===== config.mk =====
export PLATFORM = sky130hd
export DESIGN_NAME = ahb3lite_dma_arb
export DESIGN_NICKNAME = d
export VERILOG_FILES = /design/src/rtl/ahb3lite_dma_pkg.sv /design/src/rtl/ahb3lite_dma_arb_hold.sv /design/src/rtl/ahb3lite_dma_arb.sv
export SDC_FILE = /design/constraint.sdc
export NUM_CORES = 1
export LEC_CHECK = 0
export ABC_AREA = 1
export BUFFER_PORTS_ARGS = -buffer_cell sky130_fd_sc_hd__buf_4
export CAP_MARGIN = 40
export CELL_PAD_IN_SITES_DETAIL_PLACEMENT = 2
export CELL_PAD_IN_SITES_GLOBAL_PLACEMENT = 2
export CORE_ASPECT_RATIO = 2
export CORE_MARGIN = 2
export CORE_UTILIZATION = 21
export DETAILED_ROUTE_END_ITERATION = 16
export PLACE_DENSITY_LB_ADDON = 0.25
export SLEW_MARGIN = 0
export SYNTH_ARGS = -nofsm -noshare
export SYNTH_HDL_FRONTEND = slang
export SYNTH_SLANG_ARGS = --single-unit

===== constraint.sdc =====
create_clock -name clk_i -period 2.1 [get_ports clk_i]
set_clock_uncertainty 0.15 [all_clocks]
set_input_delay 0.105 -clock clk_i [delete_from_list [all_inputs] [get_ports clk_i]]
set_output_delay 0.105 -clock clk_i [all_outputs]
set_load 0.005 [all_outputs]

===== src/rtl/ahb3lite_dma_pkg.sv =====
// Shared AHB3-Lite encodings and the address/control payload for the DMA master arbiter.
package ahb3lite_dma_pkg;

   localparam int unsigned ADDR_W = 32;
   localparam int unsigned DATA_W = 32;

   localparam logic [1:0] HTRANS_IDLE   = 2'b00;
   localparam logic [1:0] HTRANS_BUSY   = 2'b01;
   localparam logic [1:0] HTRANS_NONSEQ = 2'b10;
   localparam logic [1:0] HTRANS_SEQ    = 2'b11;

   localparam logic [2:0] HBURST_SINGLE = 3'b000;

   typedef struct packed {
      logic [ADDR_W-1:0] addr;
      logic              write;
      logic [2:0]        size;
      logic [2:0]        burst;
      logic [3:0]        prot;
      logic [1:0]        trans;
   } ahb_addr_ctrl_t;

endpackage


===== src/rtl/ahb3lite_dma_arb_hold.sv =====
// Per-master input stage: parks an accepted address phase that could not go out live,
// and presents either the parked copy or the live bus to the arbiter.
module ahb3lite_dma_arb_hold
   import ahb3lite_dma_pkg::*;
(
   input  logic           clk_i,
   input  logic           rst_n_i,
   input  ahb_addr_ctrl_t i_live,
   input  logic           i_up_ready,
   input  logic           i_granted,
   input  logic           i_dn_ready,
   output ahb_addr_ctrl_t o_sel_c,
   output logic           o_req_c,
   output logic           o_hold_vld
);

   ahb_addr_ctrl_t r_hold;
   logic           r_hold_vld;
   logic           w_live_out;
   logic           w_capture;
   logic           w_release;

   // A live transfer leaving downstream this edge needs no parking.
   assign w_live_out = i_granted & ~r_hold_vld & i_dn_ready;
   assign w_capture  = i_up_ready & i_live.trans[1] & ~w_live_out;
   assign w_release  = r_hold_vld & i_granted & i_dn_ready;

   always_ff @(posedge clk_i) begin
      if (!rst_n_i) begin
         r_hold_vld <= 1'b0;
         r_hold     <= '0;
      end else if (w_capture) begin
         r_hold_vld <= 1'b1;
         r_hold     <= i_live;
      end else if (w_release) begin
         r_hold_vld <= 1'b0;
      end
   end

   assign o_sel_c    = r_hold_vld ? r_hold : i_live;
   assign o_req_c    = r_hold_vld | i_live.trans[1];
   assign o_hold_vld = r_hold_vld;

endmodule


===== src/rtl/ahb3lite_dma_arb.sv =====
// Two-to-one AHB3-Lite arbiter merging the DMA m0/m1 master ports onto one master port.
// Define AHB3LITE_DMA_ARB_RR_EN for round-robin; otherwise master 0 has fixed priority.
module ahb3lite_dma_arb
   import ahb3lite_dma_pkg::*;
(
   input  logic              clk_i,
   input  logic              rst_n_i,
   input  logic              in0HSEL,
   input  logic [ADDR_W-1:0] in0HADDR,
   input  logic [DATA_W-1:0] in0HWDATA,
   input  logic              in0HWRITE,
   input  logic [2:0]        in0HSIZE,
   input  logic [2:0]        in0HBURST,
   input  logic [3:0]        in0HPROT,
   input  logic [1:0]        in0HTRANS,
   input  logic              in0HREADYOUT,
   output logic [DATA_W-1:0] in0HRDATA,
   output logic              in0HREADY,
   output logic              in0HRESP,
   input  logic              in1HSEL,
   input  logic [ADDR_W-1:0] in1HADDR,
   input  logic [DATA_W-1:0] in1HWDATA,
   input  logic              in1HWRITE,
   input  logic [2:0]        in1HSIZE,
   input  logic [2:0]        in1HBURST,
   input  logic [3:0]        in1HPROT,
   input  logic [1:0]        in1HTRANS,
   input  logic              in1HREADYOUT,
   output logic [DATA_W-1:0] in1HRDATA,
   output logic              in1HREADY,
   output logic              in1HRESP,
   output logic              mHSEL,
   output logic [ADDR_W-1:0] mHADDR,
   output logic [DATA_W-1:0] mHWDATA,
   output logic              mHWRITE,
   output logic [2:0]        mHSIZE,
   output logic [2:0]        mHBURST,
   output logic [3:0]        mHPROT,
   output logic [1:0]        mHTRANS,
   input  logic [DATA_W-1:0] mHRDATA,
   input  logic              mHREADY,
   input  logic              mHRESP
);

   logic           r_gnt;
   logic           r_dph_vld;
   logic           r_dph_own;
   ahb_addr_ctrl_t w_live0, w_live1, w_sel0, w_sel1, w_src;
   logic           w_req0, w_req1, w_hold0, w_hold1, w_src_req;
   logic [1:0]     w_trans;
   logic           w_locked;
   logic           w_gnt_nxt;
   logic           w_unused;

   assign w_unused = ^{in0HSEL, in0HREADYOUT, in1HSEL, in1HREADYOUT};

   assign w_live0 = '{addr: in0HADDR, write: in0HWRITE, size: in0HSIZE,
                      burst: in0HBURST, prot: in0HPROT, trans: in0HTRANS};
   assign w_live1 = '{addr: in1HADDR, write: in1HWRITE, size: in1HSIZE,
                      burst: in1HBURST, prot: in1HPROT, trans: in1HTRANS};

   ahb3lite_dma_arb_hold u_hold0 (
      .clk_i      (clk_i),
      .rst_n_i    (rst_n_i),
      .i_live     (w_live0),
      .i_up_ready (in0HREADY),
      .i_granted  (~r_gnt),
      .i_dn_ready (mHREADY),
      .o_sel_c    (w_sel0),
      .o_req_c    (w_req0),
      .o_hold_vld (w_hold0)
   );

   ahb3lite_dma_arb_hold u_hold1 (
      .clk_i      (clk_i),
      .rst_n_i    (rst_n_i),
      .i_live     (w_live1),
      .i_up_ready (in1HREADY),
      .i_granted  (r_gnt),
      .i_dn_ready (mHREADY),
      .o_sel_c    (w_sel1),
      .o_req_c    (w_req1),
      .o_hold_vld (w_hold1)
   );

   // Address-phase mux; everything reads as zero while reset is asserted.
   assign w_src     = r_gnt ? w_sel1 : w_sel0;
   assign w_src_req = r_gnt ? w_req1 : w_req0;
   assign w_trans   = (rst_n_i && w_src_req) ? w_src.trans : HTRANS_IDLE;
   assign mHTRANS   = w_trans;
   assign mHSEL     = w_trans[1];
   assign mHADDR    = rst_n_i ? w_src.addr  : '0;
   assign mHWRITE   = rst_n_i ? w_src.write : 1'b0;
   assign mHSIZE    = rst_n_i ? w_src.size  : '0;
   assign mHBURST   = rst_n_i ? w_src.burst : '0;
   assign mHPROT    = rst_n_i ? w_src.prot  : '0;
   assign mHWDATA   = !rst_n_i ? '0 : (r_dph_own ? in1HWDATA : in0HWDATA);

   assign in0HRDATA = mHRDATA;
   assign in1HRDATA = mHRDATA;

   // Response routing: data-phase owner sees the slave, a parked master is stalled.
   always_comb begin
      in0HREADY = 1'b1;
      in0HRESP  = 1'b0;
      in1HREADY = 1'b1;
      in1HRESP  = 1'b0;
      if (rst_n_i) begin
         if (r_dph_vld && !r_dph_own) begin
            in0HREADY = mHREADY;
            in0HRESP  = mHRESP;
         end else if (w_hold0) begin
            in0HREADY = 1'b0;
         end
         if (r_dph_vld && r_dph_own) begin
            in1HREADY = mHREADY;
            in1HRESP  = mHRESP;
         end else if (w_hold1) begin
            in1HREADY = 1'b0;
         end
      end
   end

   // Bursts keep the grant until an IDLE or a SINGLE NONSEQ goes out.
   assign w_locked = (w_trans == HTRANS_SEQ) || (w_trans == HTRANS_BUSY) ||
                     ((w_trans == HTRANS_NONSEQ) && (mHBURST != HBURST_SINGLE));

   always_comb begin
      w_gnt_nxt = r_gnt;
      if (w_req0 && w_req1) begin
`ifdef AHB3LITE_DMA_ARB_RR_EN
         w_gnt_nxt = ~r_gnt;
`else
         w_gnt_nxt = 1'b0;
`endif
      end else if (w_req0) begin
         w_gnt_nxt = 1'b0;
      end else if (w_req1) begin
         w_gnt_nxt = 1'b1;
      end
   end

   always_ff @(posedge clk_i) begin
      if (!rst_n_i) begin
         r_gnt     <= 1'b0;
         r_dph_vld <= 1'b0;
         r_dph_own <= 1'b0;
      end else if (mHREADY) begin
         r_dph_vld <= w_trans[1];
         r_dph_own <= r_gnt;
         if (!w_locked) r_gnt <= w_gnt_nxt;
      end
   end

endmodule


==> results of run 1 <==
## sequential cells by signal, summed over array words and instances (netlist names)
signal / count
u_hold1.r_hold: 45
r_dph_own: 1
r_gnt: 1
u_hold0.r_hold: 45
u_hold1.o_hold_vld: 1
r_dph_vld: 1
u_hold0.o_hold_vld: 1
## layout by cell type (no fill, tap or decap)
master / Yosys / routed
clkbuf_8: 0 / 2
o21ai_0: 116 / 116
buf_12: 0 / 2
buf_6: 0 / 3
o31ai_1: 1 / 1
buf_16: 0 / 1
dfxtp_1: 95 / 92
o21ai_2: 2 / 2
clkinvlp_4: 0 / 1
nand2_1: 83 / 83
nand2_4: 2 / 2
clkinv_2: 0 / 3
a31oi_4: 0 / 1
a21oi_2: 1 / 1
o21a_1: 1 / 1
buf_8: 0 / 2
inv_1: 10 / 7
dfxtp_2: 0 / 2
buf_4: 74 / 253
bufinv_16: 0 / 1
a31oi_2: 0 / 3
o21ai_1: 9 / 9
nor3_1: 3 / 3
nand3_1: 42 / 42
clkbuf_16: 0 / 9
a22oi_1: 40 / 40
nor2_4: 0 / 1
inv_2: 4 / 4
nand2_2: 2 / 2
inv_4: 2 / 4
a31oi_1: 40 / 36
o211ai_1: 1 / 1
dlygate4sd3_1: 0 / 89
a21oi_1: 8 / 8
diode_2: 0 / 3
nor2_1: 253 / 253
dfxtp_4: 0 / 1
## repair_timing
item / 4_1_cts / 5_1_grt
gates cloned: 1 / 0
setup buffers: 1 / 0
pin swaps: 0 / 1
hold buffers: 89 / 0
setup endpoints to repair: 37 / 31
resized for setup: 10 / 9
endpoints found under the hold margin: 90 / 0
## per-layer routing
metal	up-vias	routed length [um]	GRT usage
li1	3220	-	-
met4	0	319	0.0510
met2	220	13500	0.346
met3	17	1510	0.0510
met5	-	0	0
met1	3349	11000	0.211
## worst min-delay path: cells and delay by family
kind | cells | cell delay (ps)
buffers and inverters | 2 | 140
AND/OR/NAND/NOR | 4 | 260
## final cells by class
type                    instances  area [um^2]
fillers                      3189        17600
repair buffers                350         2920
multi-input cells             605         2830
flip-flops and latches         95         1910
well taps                     344          430
clock buffers                  11          253
inverters                      16         73.8
clock inverters                 4         45.0
diodes                          3         7.51
## power breakdown
| group | total, mW | internal, mW | leakage [nW] | switching (mW) |
|---|---|---|---|---|
| registers | 2.09 | 1.99 | 0.789 | 0.108 |
| logic | 1.77 | 0.820 | 2.74 | 0.953 |
| clock network | 1.72 | 0.977 | 0.151 | 0.746 |
## per-stage QoR
stage	hold slack, ps	std cells	TNS, ps	area (um^2)
final	34.6	1428	0	8470
after CTS	17.5	1425	0	8440
after global routing	60.0	1428	-0.184	8470
after global placement	60.1	1319	0	7170
after floorplan	49.3	845	0	5540
after detailed placement	60.1	1319	0	7170
## kinds of logic (layout without fill, tap and decap cells)
| family | after synthesis | in the layout | share of synthesized area |
|---|---|---|---|
| simple gates | 386 | 386 | 0.276 |
| compound gates | 219 | 219 | 0.228 |
| buf+inv | 145 | 381 | 0.152 |
| flops | 95 | 95 | 0.344 |
| other cells | 0 | 3 | 0 |
## worst paths after layout
path | startpoint | endpoint | cells after the start
max reg2reg | u_hold0.o_hold_vld$_SDFFE_PN0P_ | u_hold0.r_hold[41]$_SDFFE_PN0P_ | 7
min | in0HTRANS[1] | r_gnt$_SDFFE_PN0P_ | 6
min reg2reg | u_hold1.r_hold[1]$_SDFFE_PN0P_ | u_hold1.r_hold[1]$_SDFFE_PN0P_ | 2
max | u_hold1.o_hold_vld$_SDFFE_PN0P_ | mHADDR[16] | 5
==> metrics.md, run 1 <==
| Metric | Value |
|---|---|
| Status | `finished, final reports clean` |
| Residual DRC | `0` |
| Yosys Warn Count | `0` |
| Initial drt markers | `223` |
| Largest net degree at the start of global routing | `47` |
| Top cells by area, synth | `dfxtp_1 (34%), nor2_1 (17%), o21ai_0 (10%)` |
| WS Path Type | `register to output port` |
| Tmin final | `2010 ps` |
| First-pass GRT wire length | `40.8 mm` |
| CP arrival | `1750 ps` |
| CP peak stage delay | `360 ps` |
| CP cell instances | `buf_6, buf_8, nand3_1, a31oi_2, buf_4` |
| Synth Area per Inst | `6.55 um^2` |
| Clock latency on the worst-skew pair | `360 ps` |
| CP max FO | `24` |
| Least-Margin Pin Slew | `593 ps` |
| Max_slew headroom | `0.605` |
| Final #Nets | `1271` |
| Bufs on Longest Clock Path | `2` |
| Top FF cell, synth | `dfxtp_1` |
| Nature of the critical path endpoint | `output port` |
| Leak | `3.68 nW` |
| Routed via count | `6806` |
| Cell family with most CP delay | `buffers and inverters` |
| Pre-CTS WS | `192 ps` |
| Post-synthesis async set-or-reset flop share | `0` |
| Max-cap viol count | `0` |
| Worst setup SP type | `register` |
| Final worst slack | `90.0 ps` |
| WL final | `26.3 mm` |
| Initial Util | `0.212` |
| Synth top area share | `0.344` |
| CTS buffer count | `9` |
| Synth Net Count | `1039` |
| Slowest stage cell, crit path | `dfxtp_2` |
| Finished Core Util | `0.325` |
| Row count | `84` |
| Synth cell count leaders | `nor2_1 (253), o21ai_0 (116), dfxtp_1 (95)` |
| TritonCTS clock tree | `yes` |
| Max frequency | `498 MHz` |
| # IOs | `340` |
| Most common cell in the netlist | `nor2_1` |
| Post-DP HPWL | `17.4 mm` |
| Area delta synth->final | `53.0%` |
| Antenna viol nets, final | `0` |
| Die Wd | `119 um` |
| Initial antenna violation count | `3` |
| Pwr dens | `660 nW/um^2` |
| Design Power | `5.59 mW` |
| DR vias/cell | `4.77` |
| Die height | `234 um` |
| Mapped Area | `5540 um^2` |
| Required time worst endpoint | `1850 ps` |
| Sequential share of the synthesized area | `0.344` |
| Period utilisation layout | `0.957` |
| Fraction of layout cells with a size suffix above 1 | `0.278` |
| CTS sink cnt | `95` |
| Wire length per cell | `18.4 um` |
| GRT Total Usage | `0.188` |
| Clock-pin slew on the worst setup and hold paths | `70 ps` |
| GPL Wtd Cong | `0.777` |
| Crit path buf inv count | `3` |
| Grt total ovfl | `0` |
| Die ar. | `27800 um^2` |
| Worst hold path type | `input pin to register` |
| Fin. max-slew vios | `0` |
| H-tree Lvls | `3` |
| EDFF count, synth | `0` |
| Syn Inst Count | `845` |
| #FFs+latches synth | `95` |
| DRT Pass-1 Iters | `4` |
| Port Buffer Count | `239` |
| Cell taking the most area after synthesis | `dfxtp_1` |
| Setup Viol. Count Final | `0` |
| Core Footprint | `26100 um^2` |
| Clock root buffer | `clkbuf_16` |
| Final Hold Violating Endpoints | `0` |
| Yosys cell types | `26` |
| Worst VDD drop | `0.440 mV` |
| Vias in the first global route | `7438` |
| Reg2reg setup slack | `180 ps` |
Note: power is estimated with default switching activity, not from simulation.
==> run 2, diff against run 1 <==
--- a/config.mk
+++ b/config.mk
@@ -8,7 +8,7 @@
 export ABC_AREA = 1
 export BUFFER_PORTS_ARGS = -buffer_cell sky130_fd_sc_hd__buf_4
 export CAP_MARGIN = 40
-export CELL_PAD_IN_SITES_DETAIL_PLACEMENT = 2
+export CELL_PAD_IN_SITES_DETAIL_PLACEMENT = 0
 export CELL_PAD_IN_SITES_GLOBAL_PLACEMENT = 2
 export CORE_ASPECT_RATIO = 2
 export CORE_MARGIN = 2
==> run 2 against run 1 <==
Total power decreased by 0.74%. Register-to-register slack better by 120 ps. Cell count shrank 0.14%. Clock-buffer cell count fell by 1. Die area did not move. Sequential power hardly changed. Clock power barely moved. Critical endpoint unchanged. Largest cell class unchanged.
==> metrics.md, run 2 (same netlist as run 1, synthesis figures left out) <==
| Metric | Value |
|---|---|
| Port Buffer Count | `239 (unchanged)` |
| Max-cap viol count | `0 (unchanged)` |
| CTS buffer count | `9 (unchanged)` |
| Bufs on Longest Clock Path | `2 (unchanged)` |
| Antenna viol nets, final | `0 (unchanged)` |
| CP peak stage delay | `360 ps (about the same)` |
| Most frequent cells in the layout | `nor2_1 (253), buf_4 (252), o21ai_0 (116), dfxtp_1 (92), dlygate4sd3_1 (89) (was nor2_1 (253), buf_4 (253), o21ai_0 (116), dfxtp_1 (92), dlygate4sd3_1 (89))` |
| Clock latency on the worst-skew pair | `360 ps (about the same)` |
| Pre-CTS WS | `222 ps (was 192 ps)` |
| Pwr dens | `655 nW/um^2 (was 660 nW/um^2)` |
| Initial antenna violation count | `0 (was 3)` |
| Leak | `3.68 nW (about the same)` |
| Final #Nets | `1271 (unchanged)` |
| Die Wd | `119 um (unchanged)` |
| Worst hold path type | `input pin to register (unchanged)` |
| Max_slew headroom | `0.595 (was 0.605)` |
| WS Path Type | `register to output port (unchanged)` |
| Initial drt markers | `277 (was 223)` |
| Inserted Diodes | `0 (was 3)` |
| Least-Margin Pin Slew | `607 ps (was 593 ps)` |
| Biggest regs | `u_hold0.r_hold x45, u_hold1.r_hold x45 (unchanged)` |
| Clock root buffer | `clkbuf_16 (unchanged)` |
| Required time worst endpoint | `1850 ps (about the same)` |
| Nature of the critical path endpoint | `output port (unchanged)` |
| Core Footprint | `26100 um^2 (unchanged)` |
| Wire length per cell | `16.2 um (was 18.4 um)` |
| Post-CTS Setup Bufs | `0 (was 1)` |
| Fin. max-slew vios | `0 (unchanged)` |
| Routed via count | `6448 (was 6806)` |
| Worst VDD drop | `0.371 mV (was 0.440 mV)` |
| WL final | `23.1 mm (was 26.3 mm)` |
| GRT Total Usage | `0.161 (was 0.188)` |
| Residual DRC | `0 (unchanged)` |
| Grt total ovfl | `0 (unchanged)` |
| FF+latch area | `1910 um^2 (unchanged)` |
| Tmin final | `2000 ps (was 2010 ps)` |
| CTS sink cnt | `95 (unchanged)` |
| Final Hold Violating Endpoints | `0 (unchanged)` |
| Clock-pin slew on the worst setup and hold paths | `70 ps (about the same)` |
| Cell Count, Final, Fillers Out | `1426 (was 1428)` |
| Commonest non-fill, non-tap cell in the layout | `nor2_1` |
| Largest net degree at the start of global routing | `47 (unchanged)` |
| Area delta synth->final | `53.1% (was 53.0%)` |
| CP max FO | `24 (unchanged)` |
| Initial Util | `0.212 (unchanged)` |
| H-tree Lvls | `3 (unchanged)` |
| DRT Pass-1 Iters | `5 (was 4)` |
| # IOs | `340 (unchanged)` |
| Die ar. | `27800 um^2 (unchanged)` |
| CP cell instances | `buf_6, buf_8, nand3_1, a31oi_2, buf_4 (unchanged)` |
| Final worst slack | `98.2 ps (was 90.0 ps)` |
| Setup Viol. Count Final | `0 (unchanged)` |
| Slowest stage cell, crit path | `dfxtp_2 (unchanged)` |
| Area of the multi-input gates | `2830 um^2 (unchanged)` |
| Design Power | `5.55 mW (was 5.59 mW)` |
| GPL Wtd Cong | `0.777 (unchanged)` |
| Die height | `234 um (unchanged)` |
| Setup_tns | `0 ps (unchanged)` |
| Row count | `84 (unchanged)` |
| Post-Place Cells | `1319 (unchanged)` |
| Fraction of layout cells with a size suffix above 1 | `0.280 (was 0.278)` |
| Placed cell area | `7170 um^2 (unchanged)` |
| Period utilisation layout | `0.953 (was 0.957)` |
| First-pass GRT wire length | `35.2 mm (was 40.8 mm)` |
| Fillers | `2940 (was 3189)` |
| Max frequency | `500 MHz (was 498 MHz)` |
| Fin area | `8480 um^2 (was 8470 um^2)` |
| Unrepaired setup endpoints after global routing | `no` |
| Vias in the first global route | `6237 (was 7438)` |
| TritonCTS clock tree | `yes (unchanged)` |
| Worst setup SP type | `register (unchanged)` |
| Status | `finished, final reports clean (unchanged)` |
| DR vias/cell | `4.52 (was 4.77)` |
| Post-DP HPWL | `14.9 mm (was 17.4 mm)` |
| CP arrival | `1750 ps (about the same)` |
==> run 2: final timing paths <==
kind | from | end | slack [ps] | cells past startpoint
min | in0HTRANS[1] | r_gnt$_SDFFE_PN0P_ | 20 | 6
min reg2reg | u_hold1.r_hold[1]$_SDFFE_PN0P_ | u_hold1.r_hold[1]$_SDFFE_PN0P_ | 320 | 2
max reg2reg | u_hold1.o_hold_vld$_SDFFE_PN0P_ | u_hold1.r_hold[25]$_SDFFE_PN0P_ | 300 | 7
max | u_hold1.o_hold_vld$_SDFFE_PN0P_ | mHADDR[16] | 100 | 5
==> run 2: layout make-up <==
cell class	count	area share
sequential	95	0.225
tap	344	0.0508
clock buffer	10	0.0282
clock inverter	6	0.00709
timing repair buffer	350	0.346
multi-input combinational	605	0.334
inverter	16	0.00871
==> run 2: where the power goes <==
part,switching (mW),total [mW],internal [mW],leakage [nW]
clock network,0.787,1.74,0.951,0.144
registers,0.100,2.09,1.99,0.789
logic,0.904,1.72,0.821,2.75
==> run 2: routing by layer <==
metal / wire length, um / track usage
met1: 10200 / 0.198
met2: 11100 / 0.275
met3: 1540 / 0.0457
met4: 226 / 0.0424
met5: 0 / 0
==> run 2: repair_timing <==
item | CTS | global route
pin swaps | 0 | 1
setup endpoints to repair | 35 | 22
gates cloned | 0 | 2
hold buffers | 89 | 0
gates resized for setup | 10 | 8
hold endpoints to repair | 90 | 0
==> run 2: worst max-delay path: cells and delay by family (launching register included) <==
| family | cells | cell delay [ps] |
|---|---|---|
| buffers and inverters | 3 | 640 |
| AND/OR/NAND/NOR | 1 | 120 |
| AO/OA/AOI/OAI | 1 | 250 |
| flip-flops | 1 | 360 |
==> run 2: through the flow <==
stage                     hold WS, ps   util
after floorplan                  49.3      -
after CTS                       0.704  0.323
after global routing             46.8  0.325
after detailed placement         60.1  0.275
after global placement           60.1  0.275
final                            20.0  0.325
==> run 3, diff against run 2 <==
--- a/config.mk
+++ b/config.mk
@@ -10,7 +10,7 @@
 export CAP_MARGIN = 40
 export CELL_PAD_IN_SITES_DETAIL_PLACEMENT = 0
 export CELL_PAD_IN_SITES_GLOBAL_PLACEMENT = 2
-export CORE_ASPECT_RATIO = 2
+export CORE_ASPECT_RATIO = 0.8
 export CORE_MARGIN = 2
 export CORE_UTILIZATION = 21
 export DETAILED_ROUTE_END_ITERATION = 16
==> constraint.sdc (replaced) <==
create_clock -name clk_i -period 2.1 [get_ports clk_i]
set_clock_uncertainty 0.15 [all_clocks]
set_input_delay 0.42 -clock clk_i [delete_from_list [all_inputs] [get_ports clk_i]]
set_output_delay 0.42 -clock clk_i [all_outputs]
set_load 0.005 [all_outputs]
==> run 3 against run 2 <==
The run now ends with setup timing left. Critical path depth unchanged. Critical endpoint is now mHSIZE[2]. Sequential power about the same. Cell count down 3.7%. Clock-buffer cell count up 2. Wire length up 5.2%. Total power about the same. Sequential cell count unchanged. Worst setup slack worse by 240 ps. Sequential share of layout area up 0.95 points. Clock power down 7%. Via count down 6.5%. Register-to-register slack worse by 70 ps. Highest routed layer unchanged.
==> metrics.md, run 3 (same netlist as run 1, synthesis figures left out) <==
| Metric | Value |
|---|---|
| Antenna viol nets, final | `0 (unchanged)` |
| Nature of the critical path endpoint | `output port (unchanged)` |
| Die Wd | `186 um (was 119 um)` |
| CP arrival | `1670 ps (was 1750 ps)` |
| Routed via count | `6026 (was 6448)` |
| Core Footprint | `26100 um^2 (about the same)` |
| Fillers | `2933 (was 2940)` |
| Most frequent cells in the layout | `buf_4 (257), nor2_1 (248), o21ai_0 (115), dfxtp_1 (92), nand2_1 (75) (was nor2_1 (253), buf_4 (252), o21ai_0 (116), dfxtp_1 (92), dlygate4sd3_1 (89))` |
| Worst hold path type | `input pin to register (unchanged)` |
| WS Path Type | `register to output port (unchanged)` |
| Clock root buffer | `clkbuf_16 (unchanged)` |
| Final worst slack | `-145 ps (was 98.2 ps)` |
| Required time worst endpoint | `1530 ps (was 1850 ps)` |
| Critical Path Source | `u_hold0.o_hold_vld$_SDFFE_PN0P_ (was u_hold1.o_hold_vld$_SDFFE_PN0P_)` |
| DRT Pass-1 Iters | `5 (unchanged)` |
| Residual DRC | `0 (unchanged)` |
| Period utilisation layout | `1.07 (was 0.953)` |
| Design Power | `5.55 mW (about the same)` |
| Final #Nets | `1205 (was 1271)` |
| GPL Wtd Cong | `0.694 (was 0.777)` |
| Post-DP HPWL | `16.0 mm (was 14.9 mm)` |
| Max-cap viol count | `0 (unchanged)` |
| Wire length per cell | `17.7 um (was 16.2 um)` |
| Port Buffer Count | `239 (unchanged)` |
| Clock-pin slew on the worst setup and hold paths | `70 ps (about the same)` |
| WL final | `24.3 mm (was 23.1 mm)` |
| Max_slew headroom | `0.592 (was 0.595)` |
| Grt total ovfl | `0 (unchanged)` |
| Pwr dens | `681 nW/um^2 (was 655 nW/um^2)` |
| Row count | `53 (was 84)` |
| Initial antenna violation count | `0 (unchanged)` |
| Worst VDD drop | `0.347 mV (was 0.371 mV)` |
| GRT Total Usage | `0.168 (was 0.161)` |
| Finished Core Util | `0.313 (was 0.325)` |
| TritonCTS clock tree | `yes (unchanged)` |
| Vias in the first global route | `5980 (was 6237)` |
| Fin area | `8160 um^2 (was 8480 um^2)` |
| Largest net degree at the start of global routing | `63 (was 47)` |
| Max frequency | `446 MHz (was 500 MHz)` |
| Final Hold Violating Endpoints | `0 (unchanged)` |
| Fraction of layout cells with a size suffix above 1 | `0.351 (was 0.280)` |
| Initial Util | `0.212 (about the same)` |
| First-pass GRT wire length | `35.4 mm (was 35.2 mm)` |
| Bufs on Longest Clock Path | `2 (unchanged)` |
| Hold Path Origin | `mHREADY (was in0HTRANS[1])` |
| CTS sink cnt | `95 (unchanged)` |
| Placed cell area | `7420 um^2 (was 7170 um^2)` |
| # IOs | `340 (unchanged)` |
| Area delta synth->final | `47.3% (was 53.1%)` |
| Failing checks | `setup timing` |
| Die height | `149 um (was 234 um)` |
| Cell Count, Final, Fillers Out | `1373 (was 1426)` |
| Pre-CTS WS | `51.3 ps (was 222 ps)` |
| CP max FO | `27 (was 24)` |
| Setup Viol. Count Final | `40 (was 0)` |
| Status | `complete, but fails checks (was finished, final reports clean)` |
| DR vias/cell | `4.39 (was 4.52)` |
| Unrepaired setup endpoints after global routing | `yes (was no)` |
| Least-Margin Pin Slew | `612 ps (was 607 ps)` |
| Inserted Diodes | `0 (unchanged)` |
| Post-Place Cells | `1345 (was 1319)` |
| Die ar. | `27700 um^2 (was 27800 um^2)` |
| Clock latency on the worst-skew pair | `350 ps (was 360 ps)` |
| H-tree Lvls | `3 (unchanged)` |
| Tmin final | `2240 ps (was 2000 ps)` |
| CTS buffer count | `9 (unchanged)` |
| Initial drt markers | `277 (unchanged)` |
| Commonest non-fill, non-tap cell in the layout | `buf_4 (was nor2_1)` |
| Leak | `3.51 nW (was 3.68 nW)` |
| RR Startpoint | `r_gnt$_SDFFE_PN0P_ (was u_hold1.o_hold_vld$_SDFFE_PN0P_)` |
| Fin. max-slew vios | `0 (unchanged)` |
| Worst setup SP type | `register (unchanged)` |
| Biggest regs | `u_hold0.r_hold x45, u_hold1.r_hold x45 (unchanged)` |
==> run 3: cell count changes in the layout (fill, tap and decap cells not counted), sizes merged <==
cell,previous run,this run
dlygate4sd3,89,0
clkbuf,12,15
bufinv,1,0
clkinvlp,3,1
buf,259,281
inv,15,16
==> run 3: repair_timing <==
action                                  4_1_cts  5_1_grt
buffers inserted                              5        2
endpoints found under the setup margin       46       58
hold buffers                                  0        0
resized for setup                            42       29
pin swaps                                     6        7
gates cloned                                  3        3
==> run 3: through the flow <==
stage,setup TNS (ps),hold slack [ps]
floorplan,0,285
global placement,0,299
detailed placement,0,311
CTS,-2800,133
global route,-4810,154
finish,-2140,147
==> run 3: power breakdown <==
group | leakage, nW | switching, mW | internal [mW] | total (mW)
clock network | 0.133 | 0.779 | 0.843 | 1.62
registers | 0.789 | 0.109 | 1.99 | 2.09
logic | 2.59 | 0.958 | 0.879 | 1.84
total | 3.51 | 1.85 | 3.71 | 5.55
==> run 3: path summary, 6_finish.rpt <==
path	end	slack, ps	cells past startpoint
worst max-delay path	mHSIZE[2]	-140	5
worst min-delay path	r_dph_vld$_SDFFE_PN0P_	150	2
worst min register to register	u_hold0.r_hold[1]$_SDFFE_PN0P_	330	2
worst max register to register	u_hold0.r_hold[36]$_SDFFE_PN0P_	230	7
==> run 3: worst max-delay path, stage by stage (launching register included) <==
cell and delay, ps:
dfxtp_4 380, nor2_4 200, buf_12 220, a22oi_1 110, a31oi_1 220, buf_4 160
==> run 3: area by class of cell <==
| cell class | count | area (um^2) | area share |
|---|---|---|---|
| clock inverters | 4 | 30.0 | 0.00368 |
| flip-flops and latches | 95 | 1910 | 0.235 |
| multi-input cells | 605 | 3000 | 0.367 |
| inverters | 16 | 85.1 | 0.0104 |
| well taps | 357 | 447 | 0.0548 |
| repair buffers | 284 | 2440 | 0.299 |
| clock buffers | 12 | 246 | 0.0302 |
==> run 3: per-layer routing <==
| metal | up-vias | wire, um | share of wire | GRT usage |
|---|---|---|---|---|
| met5 | - | 0 | 0 | 0 |
| met4 | 0 | 155 | 0.0064 | 0.0291 |
| met3 | 14 | 2020 | 0.083 | 0.0491 |
| met2 | 190 | 11400 | 0.47 | 0.282 |
| met1 | 2733 | 10600 | 0.44 | 0.216 |
| li1 | 3089 | - | - | - |
